File: src/rtl/mc_alu_ctrl.sv
// Multi-cycle MIPS control FSM: accepts one instruction per handshake, decodes it into
// ALU op/operand selects, resolves branches and overflow traps, and sequences MEM/WB.
module mc_alu_ctrl (
    input  logic        clk,
    input  logic        rst_n,
    input  logic        instr_valid,
    input  logic [31:0] instr,
    output logic        instr_ready,
    output logic [4:0]  ALUOPCtrl,
    output logic [1:0]  srcA_sel,
    output logic [1:0]  srcB_sel,
    input  logic        zero,
    input  logic        ovf,
    output logic        reg_we,
    output logic        reg_dst,
    output logic        mem_to_reg,
    output logic        mem_rd,
    output logic        mem_wr,
    input  logic        mem_ack,
    output logic        branch_taken,
    output logic        exc,
    output logic [1:0]  exc_code
);

    localparam logic [4:0] ALU_ADD  = 5'd1;
    localparam logic [4:0] ALU_ADDU = 5'd2;
    localparam logic [4:0] ALU_SUB  = 5'd3;
    localparam logic [4:0] ALU_SUBU = 5'd4;
    localparam logic [4:0] ALU_AND  = 5'd5;
    localparam logic [4:0] ALU_OR   = 5'd6;
    localparam logic [4:0] ALU_XOR  = 5'd7;
    localparam logic [4:0] ALU_NOR  = 5'd8;
    localparam logic [4:0] ALU_SLT  = 5'd9;
    localparam logic [4:0] ALU_SLTU = 5'd10;
    localparam logic [4:0] ALU_SLL  = 5'd11;
    localparam logic [4:0] ALU_SRL  = 5'd12;
    localparam logic [4:0] ALU_SRA  = 5'd13;
    localparam logic [4:0] ALU_LUI  = 5'd14;

    typedef enum logic [2:0] {
        ST_FETCH  = 3'd0,
        ST_DECODE = 3'd1,
        ST_EXEC   = 3'd2,
        ST_MEM    = 3'd3,
        ST_WB     = 3'd4,
        ST_EXC    = 3'd5
    } state_t;

    // CL_TRAP marks signed add/sub, the only ops whose overflow raises an exception
    typedef enum logic [2:0] {
        CL_ALU  = 3'd0,
        CL_TRAP = 3'd1,
        CL_BEQ  = 3'd2,
        CL_BNE  = 3'd3,
        CL_LW   = 3'd4,
        CL_SW   = 3'd5
    } class_t;

    state_t      state_r, state_s;
    class_t      class_r, dec_cls_s;
    logic [5:0]  opcode_r, funct_r;
    logic [4:0]  aluop_r, dec_op_s;
    logic [1:0]  srca_r, srcb_r, dec_a_s, dec_b_s;
    logic        dst_r, dec_dst_s, dec_ok_s;
    logic [1:0]  code_s, exc_code_r;
    logic        taken_s;
    logic        reg_we_r, mem_to_reg_r, mem_rd_r, mem_wr_r, branch_taken_r, exc_r;
    // register/immediate fields are consumed by the datapath, not by the controller
    logic        unused_fields_s;

    assign unused_fields_s = ^instr[25:6];

    // Instruction latch: only opcode and funct steer the controller
    always_ff @(posedge clk or negedge rst_n) begin
        if (!rst_n) begin
            opcode_r <= 6'd0;
            funct_r  <= 6'd0;
        end else if ((state_r == ST_FETCH) && instr_valid) begin
            opcode_r <= instr[31:26];
            funct_r  <= instr[5:0];
        end
    end

    // Opcode/funct decode into ALU op, operand selects and instruction class
    always_comb begin
        dec_ok_s  = 1'b1;
        dec_op_s  = ALU_ADDU;
        dec_a_s   = 2'd0;
        dec_b_s   = 2'd0;
        dec_dst_s = 1'b0;
        dec_cls_s = CL_ALU;
        case (opcode_r)
            6'h00: begin
                dec_dst_s = 1'b1;
                case (funct_r)
                    6'h20: begin dec_op_s = ALU_ADD;  dec_cls_s = CL_TRAP; end
                    6'h21: dec_op_s = ALU_ADDU;
                    6'h22: begin dec_op_s = ALU_SUB;  dec_cls_s = CL_TRAP; end
                    6'h23: dec_op_s = ALU_SUBU;
                    6'h24: dec_op_s = ALU_AND;
                    6'h25: dec_op_s = ALU_OR;
                    6'h26: dec_op_s = ALU_XOR;
                    6'h27: dec_op_s = ALU_NOR;
                    6'h2A: dec_op_s = ALU_SLT;
                    6'h2B: dec_op_s = ALU_SLTU;
                    6'h00: begin dec_op_s = ALU_SLL; dec_a_s = 2'd1; end
                    6'h02: begin dec_op_s = ALU_SRL; dec_a_s = 2'd1; end
                    6'h03: begin dec_op_s = ALU_SRA; dec_a_s = 2'd1; end
                    default: dec_ok_s = 1'b0;
                endcase
            end
            6'h08: begin dec_op_s = ALU_ADD;  dec_b_s = 2'd1; dec_cls_s = CL_TRAP; end
            6'h09: begin dec_op_s = ALU_ADDU; dec_b_s = 2'd1; end
            6'h0A: begin dec_op_s = ALU_SLT;  dec_b_s = 2'd1; end
            6'h0B: begin dec_op_s = ALU_SLTU; dec_b_s = 2'd1; end
            6'h0C: begin dec_op_s = ALU_AND;  dec_b_s = 2'd2; end
            6'h0D: begin dec_op_s = ALU_OR;   dec_b_s = 2'd2; end
            6'h0E: begin dec_op_s = ALU_XOR;  dec_b_s = 2'd2; end
            6'h0F: begin dec_op_s = ALU_LUI;  dec_b_s = 2'd2; end
            6'h23: begin dec_op_s = ALU_ADDU; dec_b_s = 2'd1; dec_cls_s = CL_LW; end
            6'h2B: begin dec_op_s = ALU_ADDU; dec_b_s = 2'd1; dec_cls_s = CL_SW; end
            6'h04: begin dec_op_s = ALU_XOR;  dec_cls_s = CL_BEQ; end
            6'h05: begin dec_op_s = ALU_XOR;  dec_cls_s = CL_BNE; end
            default: dec_ok_s = 1'b0;
        endcase
    end

    // Decoded controls are held from the cycle after DECODE until the next DECODE
    always_ff @(posedge clk or negedge rst_n) begin
        if (!rst_n) begin
            aluop_r <= 5'd0;
            srca_r  <= 2'd0;
            srcb_r  <= 2'd0;
            dst_r   <= 1'b0;
            class_r <= CL_ALU;
        end else if ((state_r == ST_DECODE) && dec_ok_s) begin
            aluop_r <= dec_op_s;
            srca_r  <= dec_a_s;
            srcb_r  <= dec_b_s;
            dst_r   <= dec_dst_s;
            class_r <= dec_cls_s;
        end
    end

    // State register
    always_ff @(posedge clk or negedge rst_n) begin
        if (!rst_n) begin
            state_r <= ST_FETCH;
        end else begin
            state_r <= state_s;
        end
    end

    // Next-state logic, branch resolution and exception cause
    always_comb begin
        state_s = state_r;
        code_s  = exc_code_r;
        taken_s = 1'b0;
        case (state_r)
            ST_FETCH: begin
                if (instr_valid) state_s = ST_DECODE;
                else             state_s = ST_FETCH;
            end
            ST_DECODE: begin
                if (dec_ok_s) begin
                    state_s = ST_EXEC;
                end else begin
                    state_s = ST_EXC;
                    code_s  = 2'd2;
                end
            end
            ST_EXEC: begin
                case (class_r)
                    CL_TRAP: begin
                        if (ovf) begin
                            state_s = ST_EXC;
                            code_s  = 2'd1;
                        end else begin
                            state_s = ST_WB;
                        end
                    end
                    CL_BEQ: begin
                        state_s = ST_FETCH;
                        taken_s = zero;
                    end
                    CL_BNE: begin
                        state_s = ST_FETCH;
                        taken_s = ~zero;
                    end
                    CL_LW, CL_SW: state_s = ST_MEM;
                    default:      state_s = ST_WB;
                endcase
            end
            ST_MEM: begin
                if (!mem_ack)               state_s = ST_MEM;
                else if (class_r == CL_LW)  state_s = ST_WB;
                else                        state_s = ST_FETCH;
            end
            ST_WB:   state_s = ST_FETCH;
            ST_EXC:  state_s = ST_FETCH;
            default: state_s = ST_FETCH;
        endcase
    end

    // Strobes and pulses registered from the state being entered
    always_ff @(posedge clk or negedge rst_n) begin
        if (!rst_n) begin
            reg_we_r       <= 1'b0;
            mem_to_reg_r   <= 1'b0;
            mem_rd_r       <= 1'b0;
            mem_wr_r       <= 1'b0;
            branch_taken_r <= 1'b0;
            exc_r          <= 1'b0;
            exc_code_r     <= 2'd0;
        end else begin
            reg_we_r       <= (state_s == ST_WB);
            mem_to_reg_r   <= (state_s == ST_WB)  && (class_r == CL_LW);
            mem_rd_r       <= (state_s == ST_MEM) && (class_r == CL_LW);
            mem_wr_r       <= (state_s == ST_MEM) && (class_r == CL_SW);
            branch_taken_r <= taken_s;
            exc_r          <= (state_s == ST_EXC);
            exc_code_r     <= code_s;
        end
    end

    assign instr_ready  = (state_r == ST_FETCH);
    assign ALUOPCtrl    = aluop_r;
    assign srcA_sel     = srca_r;
    assign srcB_sel     = srcb_r;
    assign reg_dst      = dst_r;
    assign reg_we       = reg_we_r;
    assign mem_to_reg   = mem_to_reg_r;
    assign mem_rd       = mem_rd_r;
    assign mem_wr       = mem_wr_r;
    assign branch_taken = branch_taken_r;
    assign exc          = exc_r;
    assign exc_code     = exc_code_r;

endmodule

File: config.mk
export PLATFORM = sky130hd
export DESIGN_NAME = mc_alu_ctrl
export DESIGN_NICKNAME = d
export VERILOG_FILES = /design/src/rtl/mc_alu_ctrl.sv
export SDC_FILE = /design/constraint.sdc
export NUM_CORES = 1
export LEC_CHECK = 0
export ABC_AREA = 0
export CAP_MARGIN = 20
export CORE_MARGIN = 5
export CORE_UTILIZATION = 47
export CTS_CLUSTER_DIAMETER = 50
export DETAILED_ROUTE_END_ITERATION = 7
export PLACE_DENSITY = 0.8
export SYNTH_ARGS = -nofsm -noshare
export SYNTH_HDL_FRONTEND = slang
export SYNTH_SLANG_ARGS = --single-unit
File: constraint.sdc
create_clock -name clk -period 2.2 [get_ports clk]
set_clock_uncertainty 0.05 [all_clocks]
set_input_delay 0.66 -clock clk [delete_from_list [all_inputs] [get_ports clk]]
set_output_delay 0.66 -clock clk [all_outputs]
set_load 0.01 [all_outputs]
==> impl_metrics.csv, run 1 <==
group,metric,value,unit
outcome,status,"complete, no violations",
power,p_clk_frac,0.165,
synth,ys_ff_latch,34,
synth,ys_seq_area_frac,0.445,
power,switching_share,0.409,
timing,fin_crit,2030,ps
die,dieArea,5450,µm²
die,chipWidth,73.8,µm
worst_setup_path,regToRegStartpoint,"state_r[1]",
worst_setup_path,path_max_fanout,11,
worst_setup_path,cp-endpoint,"srcB_sel[0]",
cts,path_clk_slew,60,ps
cts,clk_latency,290,ps
routing,first_pass_iters,4,
synth,ys_warn_count,0,
placement,portBuffers,34,
global_route,antenna_found_initial,0,
placement,gp_congestion,0.865,
placement,dp.final_hpwl,3.10,mm
cts,cts-root-buf,"clkbuf_8",
worst_setup_path,slowest_stage,"dfrtp_1",
die,die_h,73.8,µm
synth,synthTopCellsByArea,"dfrtp_1 44%, mux2_4 5.5%, mux2_1 3.5%",
routing,drc_errors,0,
power,p_per_area,1320,nW/µm²
synth,synth_cell_types,53,
die,fp-row-count,23,
routing,num_vias,1598,
worst_setup_path,crit_path_cell_trace,"nor4b_4 > nand4b_1 > a31oi_2 > a21o_1 > buf_12 > mux2_1",
global_route,grt_util_all_layers,0.168,
worst_setup_path,critical_path_arrival,2140,ps
timing,hold_viol_final,0,
power,seq_power_share,0.346,
synth,async_flop_share,1.00,
worst_setup_path,critPathLaunch,"state_r[1]",
placement,pre_cts_slack,-88.0,ps
die,ios,57,
worst_setup_path,startpoint_type,"register",
cts,clk_path_buf_depth,2,
synth,yosys.area.top_type_share,0.445,
routing,drtIter0Drc,62,
layout,post-route-util,0.619,
run,maxCapViolCount,0,
power,power_frac_comb,0.489,
synth,synth_flop_cell,"dfrtp_1",
power,ir_drop,0.000697,V
worst_setup_path,r2r_cells,6,
cts,cts_tree,"done",
layout,fillerInstances,340,
worst_hold_path,whs_path_depth,1,
global_route,grt_max_degree,35,
synth,synthTopCellsByCount,"34 x dfrtp_1, 17 x nand2_1, 12 x nor2_1, 9 x nor3_1, 9 x o21ai_1",
power,switchingPower,1320,µW
synth,netlist_area,1910,µm²
worst_setup_path,r2r_setup_slack,170,ps
worst_setup_path,r2r_end,"srcB_sel[0]",
worst_setup_path,crit_type,"reg -> reg",
cts,htreeDepth,2,
timing,slew_viol_final,0,
power,power.leakage,0.00107,µW
cts,numCtsBuffers,5,
layout,n_antenna_cell,0,
synth,yosysMostFrequentCell,"dfrtp_1",
global_route,grt_pass1_vias,1472,
layout,layout-drive-gt1-share,0.143,
layout,nets,277,
worst_setup_path,cpPeakStageDelay,430,ps
timing,worst_slack,174,ps
placement,place_area,2350,µm²
synth,syn_inst,196,
synth,yosysTopAreaCell,"dfrtp_1",
layout,area_growth,28.5,%
routing,totalWireLength,4.11,mm
worst_setup_path,crit_required,2320,ps
timing,fin_crit_sh,0.921,
worst_setup_path,end_kind,"register",
cts,postCtsHoldBufs,0,
die,initial_core_util,0.482,
timing,rsz0062_at_grt,"false",
global_route,overflow,0,
global_route,grt_pass1_wl,6.97,mm
synth,synth_edf_count,0,
cts,cts.sinks,34,
die,fp.coreArea,3970,µm²
routing,post_drt_wl_per_cell,14.3,µm
worst_hold_path,hp-class,"reg -> reg",
power,internal_power,1910,µW
layout,stdcell_area,2460,µm²
cts,postCtsSetupRepairBufs,0,
routing,via_per_inst,5.55,
timing,setup_viol,0,
timing,fmax,0.493,GHz
routing,ant_nets,0,
synth,syn_area_per_cell,9.76,µm²
power by group through the flow:
| stage | clock (µW) | combinational [µW] | sequential [µW] |
|---|---|---|---|
| 2_1_floorplan | 0 | 1080 | 1070 |
| 5_1_grt | 571 | 1750 | 1160 |
| 6_report | 534 | 1580 | 1120 |
| 3_3_place_gp | 0 | 1550 | 1120 |
| 4_1_cts | 548 | 1590 | 1120 |
| 3_5_place_dp | 0 | 1580 | 1130 |
through the flow:
step	total power (µW)	cells	hold WS (ps)	setup TNS [ps]
finish	3230	288	432	0
detailed placement	2710	280	426	-88.0
floorplan	2160	197	314	0
CTS	3250	288	441	0
global placement	2670	280	419	-83.8
global route	3490	288	458	0
area by class of cell:
cell class,count,area (µm²),share of cell area
multi-input cells,138,951,0.387
flip-flops and latches,34,851,0.346
repair buffers,45,434,0.177
clock buffers,8,110,0.0448
well taps,50,62.6,0.0255
inverters,13,48.8,0.0199
what timing repair did:
item | in CTS | in global routing
hold endpoints to repair | 0 | 0
gates resized for setup | 1 | 0
setup endpoints to repair | 1 | 0
cell families after synthesis:
kind of cell | synth area share
flip-flops | 0.445
buffers and inverters | 0.0602
AND/OR/NAND/NOR | 0.192
AO/OA/AOI/OAI | 0.178
other | 0.00196
multiplexers | 0.106
adder cells (fa/ha/maj) | 0.0131
XOR/XNOR | 0.00458
layer usage:
layer	GRT usage	up-vias	routed length (µm)
met5	0	-	0
met4	0.0845	0	96
met3	0.0287	10	264
met2	0.253	59	1870
met1	0.232	737	1880
li1	-	792	-
critical path, delay by kind of cell (launching register included):
family,cells,cell delay [ps]
mux,1,320
buf+inv,1,150
compound gates,2,410
simple gates,2,540
flops,1,430
placed cells by master, fill, tap and decap left out, types with 2 or more instances in the layout:
cell / synthesis / routed
dfrtp_1: 34 / 34
clkdlybuf4s50_1: 0 / 33
nand2_1: 17 / 17
nor2_1: 12 / 12
buf_4: 2 / 10
o21ai_1: 9 / 9
nor3_1: 9 / 9
inv_1: 8 / 8
clkbuf_8: 0 / 8
nand3_1: 7 / 7
mux2_4: 7 / 7
o21ai_0: 6 / 6
mux2_1: 6 / 6
inv_2: 5 / 5
a21oi_1: 5 / 5
nor2b_1: 5 / 5
o211ai_1: 4 / 4
nand2b_1: 4 / 4
mux2i_1: 3 / 3
nor4_1: 3 / 3
a211oi_1: 3 / 3
a211o_1: 2 / 2
and3_1: 2 / 2
a21o_1: 2 / 2
o22ai_1: 2 / 2
a32o_1: 2 / 2
ha_1: 2 / 2
conb_1: 1 / 2
worst min path at each step:
| stage | endpoint | startpoint |
|---|---|---|
| floorplan | ALUOPCtrl[0] | rst_n |
| global placement | reg_dst | reg_dst |
| detailed placement | reg_dst | reg_dst |
| CTS | reg_dst | reg_dst |
| global route | reg_dst | reg_dst |
| finish | reg_dst | reg_dst |
Power figures use the tool's default switching activity.
==> run 2: changes to the inputs <==
--- a/config.mk
+++ b/config.mk
@@ -10,6 +10,7 @@
 export CORE_MARGIN = 5
 export CORE_UTILIZATION = 47
 export CTS_CLUSTER_DIAMETER = 50
+export CTS_CLUSTER_SIZE = 20
 export DETAILED_ROUTE_END_ITERATION = 7
 export PLACE_DENSITY = 0.8
 export SYNTH_ARGS = -nofsm -noshare
==> results of run 2 <==
Same layout as run 1: the final DEF is identical, and so are final timing and power.
==> run 3: changes to the inputs <==
--- a/config.mk
+++ b/config.mk
@@ -8,11 +8,12 @@
 export ABC_AREA = 0
 export CAP_MARGIN = 20
 export CORE_MARGIN = 5
-export CORE_UTILIZATION = 47
-export CTS_CLUSTER_DIAMETER = 50
+export CORE_UTILIZATION = 49
+export CTS_BUF_LIST = sky130_fd_sc_hd__clkbuf_2
+export CTS_CLUSTER_DIAMETER = 80
 export CTS_CLUSTER_SIZE = 20
 export DETAILED_ROUTE_END_ITERATION = 7
-export PLACE_DENSITY = 0.8
+export PLACE_DENSITY = 0.83
 export SYNTH_ARGS = -nofsm -noshare
 export SYNTH_HDL_FRONTEND = slang
 export SYNTH_SLANG_ARGS = --single-unit
==> run 3 against run 2 <==
Against the previous run:
- total power decreased by 5.0%
- cell count decreased by 0.35%
- fmax about the same
- combinational power about the same
- worst setup slack got worse by 0.68 ps
- utilization increased by 3.5 points
- die area decreased by 3.5%
- register-to-register slack about the same
- flip-flop and latch count unchanged
- routed wire length decreased by 4.5%
- sequential power about the same
==> impl_metrics.csv, run 3 (synthesis gave the netlist of run 1 again) <==
group,metric,value,unit
layout,fillerInstances,322,
timing,hold_viol_final,0,
timing,fmax,0.493,GHz
worst_setup_path,critPathBufInv,2,
cts,cts-root-buf,"clkbuf_2",
worst_setup_path,end_kind,"register",
power,ir_drop,0.000604,V
die,fp-row-count,22,
placement,dp.final_hpwl,3.05,mm
run,maxCapViolCount,0,
die,initial_core_util,0.515,
cts,cts.sinks,34,
cts,numCtsBuffers,5,
worst_setup_path,path_max_fanout,11,
global_route,grt_pass1_wl,6.87,mm
timing,finalSetupTns,0,ps
global_route,grt_util_all_layers,0.166,
layout,layout-drive-gt1-share,0.146,
worst_setup_path,startpoint_type,"register",
power,power.leakage,0.00106,µW
routing,ant_nets,0,
die,dieArea,5250,µm²
worst_setup_path,critPathLaunch,"state_r[1]",
routing,post_drt_wl_per_cell,13.7,µm
cts,clk_latency,360,ps
routing,drtIter0Drc,106,
cts,path_clk_slew,160,ps
power,p_per_area,1270,nW/µm²
routing,num_vias,1590,
global_route,grt_pass1_vias,1470,
worst_setup_path,regToRegStartpoint,"state_r[1]",
timing,rsz0062_at_grt,"false",
layout,nets,279,
cts,clk_path_buf_depth,2,
placement,dp_cells,277,
worst_setup_path,crit_required,2400,ps
worst_setup_path,slowest_stage,"dfrtp_2",
die,chipWidth,72.5,µm
placement,place_area,2340,µm²
placement,gp_congestion,0.884,
timing,setup_viol,0,
die,fp.coreArea,3720,µm²
global_route,overflow,0,
layout,n_antenna_cell,0,
layout,stdcell_count,287,
layout,stdcell_area,2430,µm²
routing,totalWireLength,3.92,mm
layout,layout_common_cells,"33 x dfrtp_1, 33 x clkdlybuf4s50_1, 17 x nand2_1",
routing,drc_errors,0,
worst_hold_path,hp-class,"reg -> reg",
routing,first_pass_iters,5,
cts,htreeDepth,2,
global_route,grt_max_degree,35,
worst_setup_path,cpPeakStageDelay,430,ps
global_route,antenna_found_initial,0,
timing,fin_crit,2030,ps
timing,fin_crit_sh,0.921,
placement,portBuffers,34,
layout,area_growth,26.9,%
die,die_h,72.5,µm
timing,slew_viol_final,0,
worst_setup_path,critical_path_arrival,2230,ps
cts,cts_tree,"done",
worst_hold_path,hp-start,"exc_code[0]",
outcome,status,"complete, no violations",
worst_setup_path,crit_type,"reg -> reg",
worst_setup_path,crit_path_cell_trace,"buf_4 > nor4b_4 > nand4b_1 > a31oi_4 > a21o_1 > buf_12 > mux2_1",
die,ios,57,
routing,via_per_inst,5.54,
worst_setup_path,cpLargestDelayFamily,"simple AND/OR/NAND/NOR gates",
run 3: cell types whose count changed in the layout (fill, tap and decap cells not counted):
cell | before | now
a31oi_2 | 1 | 0
a31oi_4 | 0 | 1
buf_4 | 10 | 12
bufinv_16 | 0 | 1
clkbuf_2 | 0 | 5
clkbuf_8 | 8 | 0
clkinv_1 | 0 | 1
dfrtp_1 | 34 | 33
dfrtp_2 | 0 | 1
run 3: power by group:
group	switching (µW)	total, µW	internal [µW]
logic	834	1590	753
clock network	190	373	183
registers	271	1110	843
total	1290	3070	1780
run 3: final timing paths:
check / endpoint / cells past startpoint / slack [ps]
worst max-delay path: srcB_sel[0] / 7 / 170
worst min-delay path: exc_code[0] / 1 / 470
worst max register to register: srcB_sel[0] / 7 / 170
worst min register to register: exc_code[0] / 1 / 470
max in group asynchronous: state_r[1] / 2 / 1150
min in group asynchronous: class_r[0] / 2 / 630
run 3: final cells by class:
type,count,area (µm²),share of cell area
clock buffers,5,25.0,0.0103
clock inverters,2,33.8,0.0139
inverters,13,48.8,0.0201
multi-input cells,138,960,0.395
flip-flops and latches,34,852,0.351
well taps,48,60.1,0.0247
repair buffers,47,449,0.185
run 3: metal layers:
metal | global-route usage | vias up | routed length (µm)
li1 | - | 797 | -
met1 | 0.238 | 747 | 1870
met2 | 0.247 | 42 | 1770
met3 | 0.0291 | 4 | 224
met4 | 0.0676 | 0 | 51
met5 | 0 | - | 0
run 3: timing repair:
| item | CTS | global route |
|---|---|---|
| pin swaps | 0 | 2 |
| gates cloned | 0 | 0 |
| setup endpoints to repair | 1 | 8 |
| resized for setup | 2 | 1 |
| hold buffers | 0 | 0 |
| setup buffers | 1 | 2 |
run 3: stage by stage:
step | hold slack [ps] | worst slack, ps | utilization | total power (µW)
4_1_cts | 471 | 80.2 | 0.647 | 3070
3_5_place_dp | 437 | -88.7 | 0.629 | 2690
3_3_place_gp | 426 | -63.8 | 0.629 | 2660
5_1_grt | 497 | 25.2 | 0.654 | 3330
2_1_floorplan | 314 | 353 | - | 2160
6_report | 468 | 173 | 0.654 | 3070
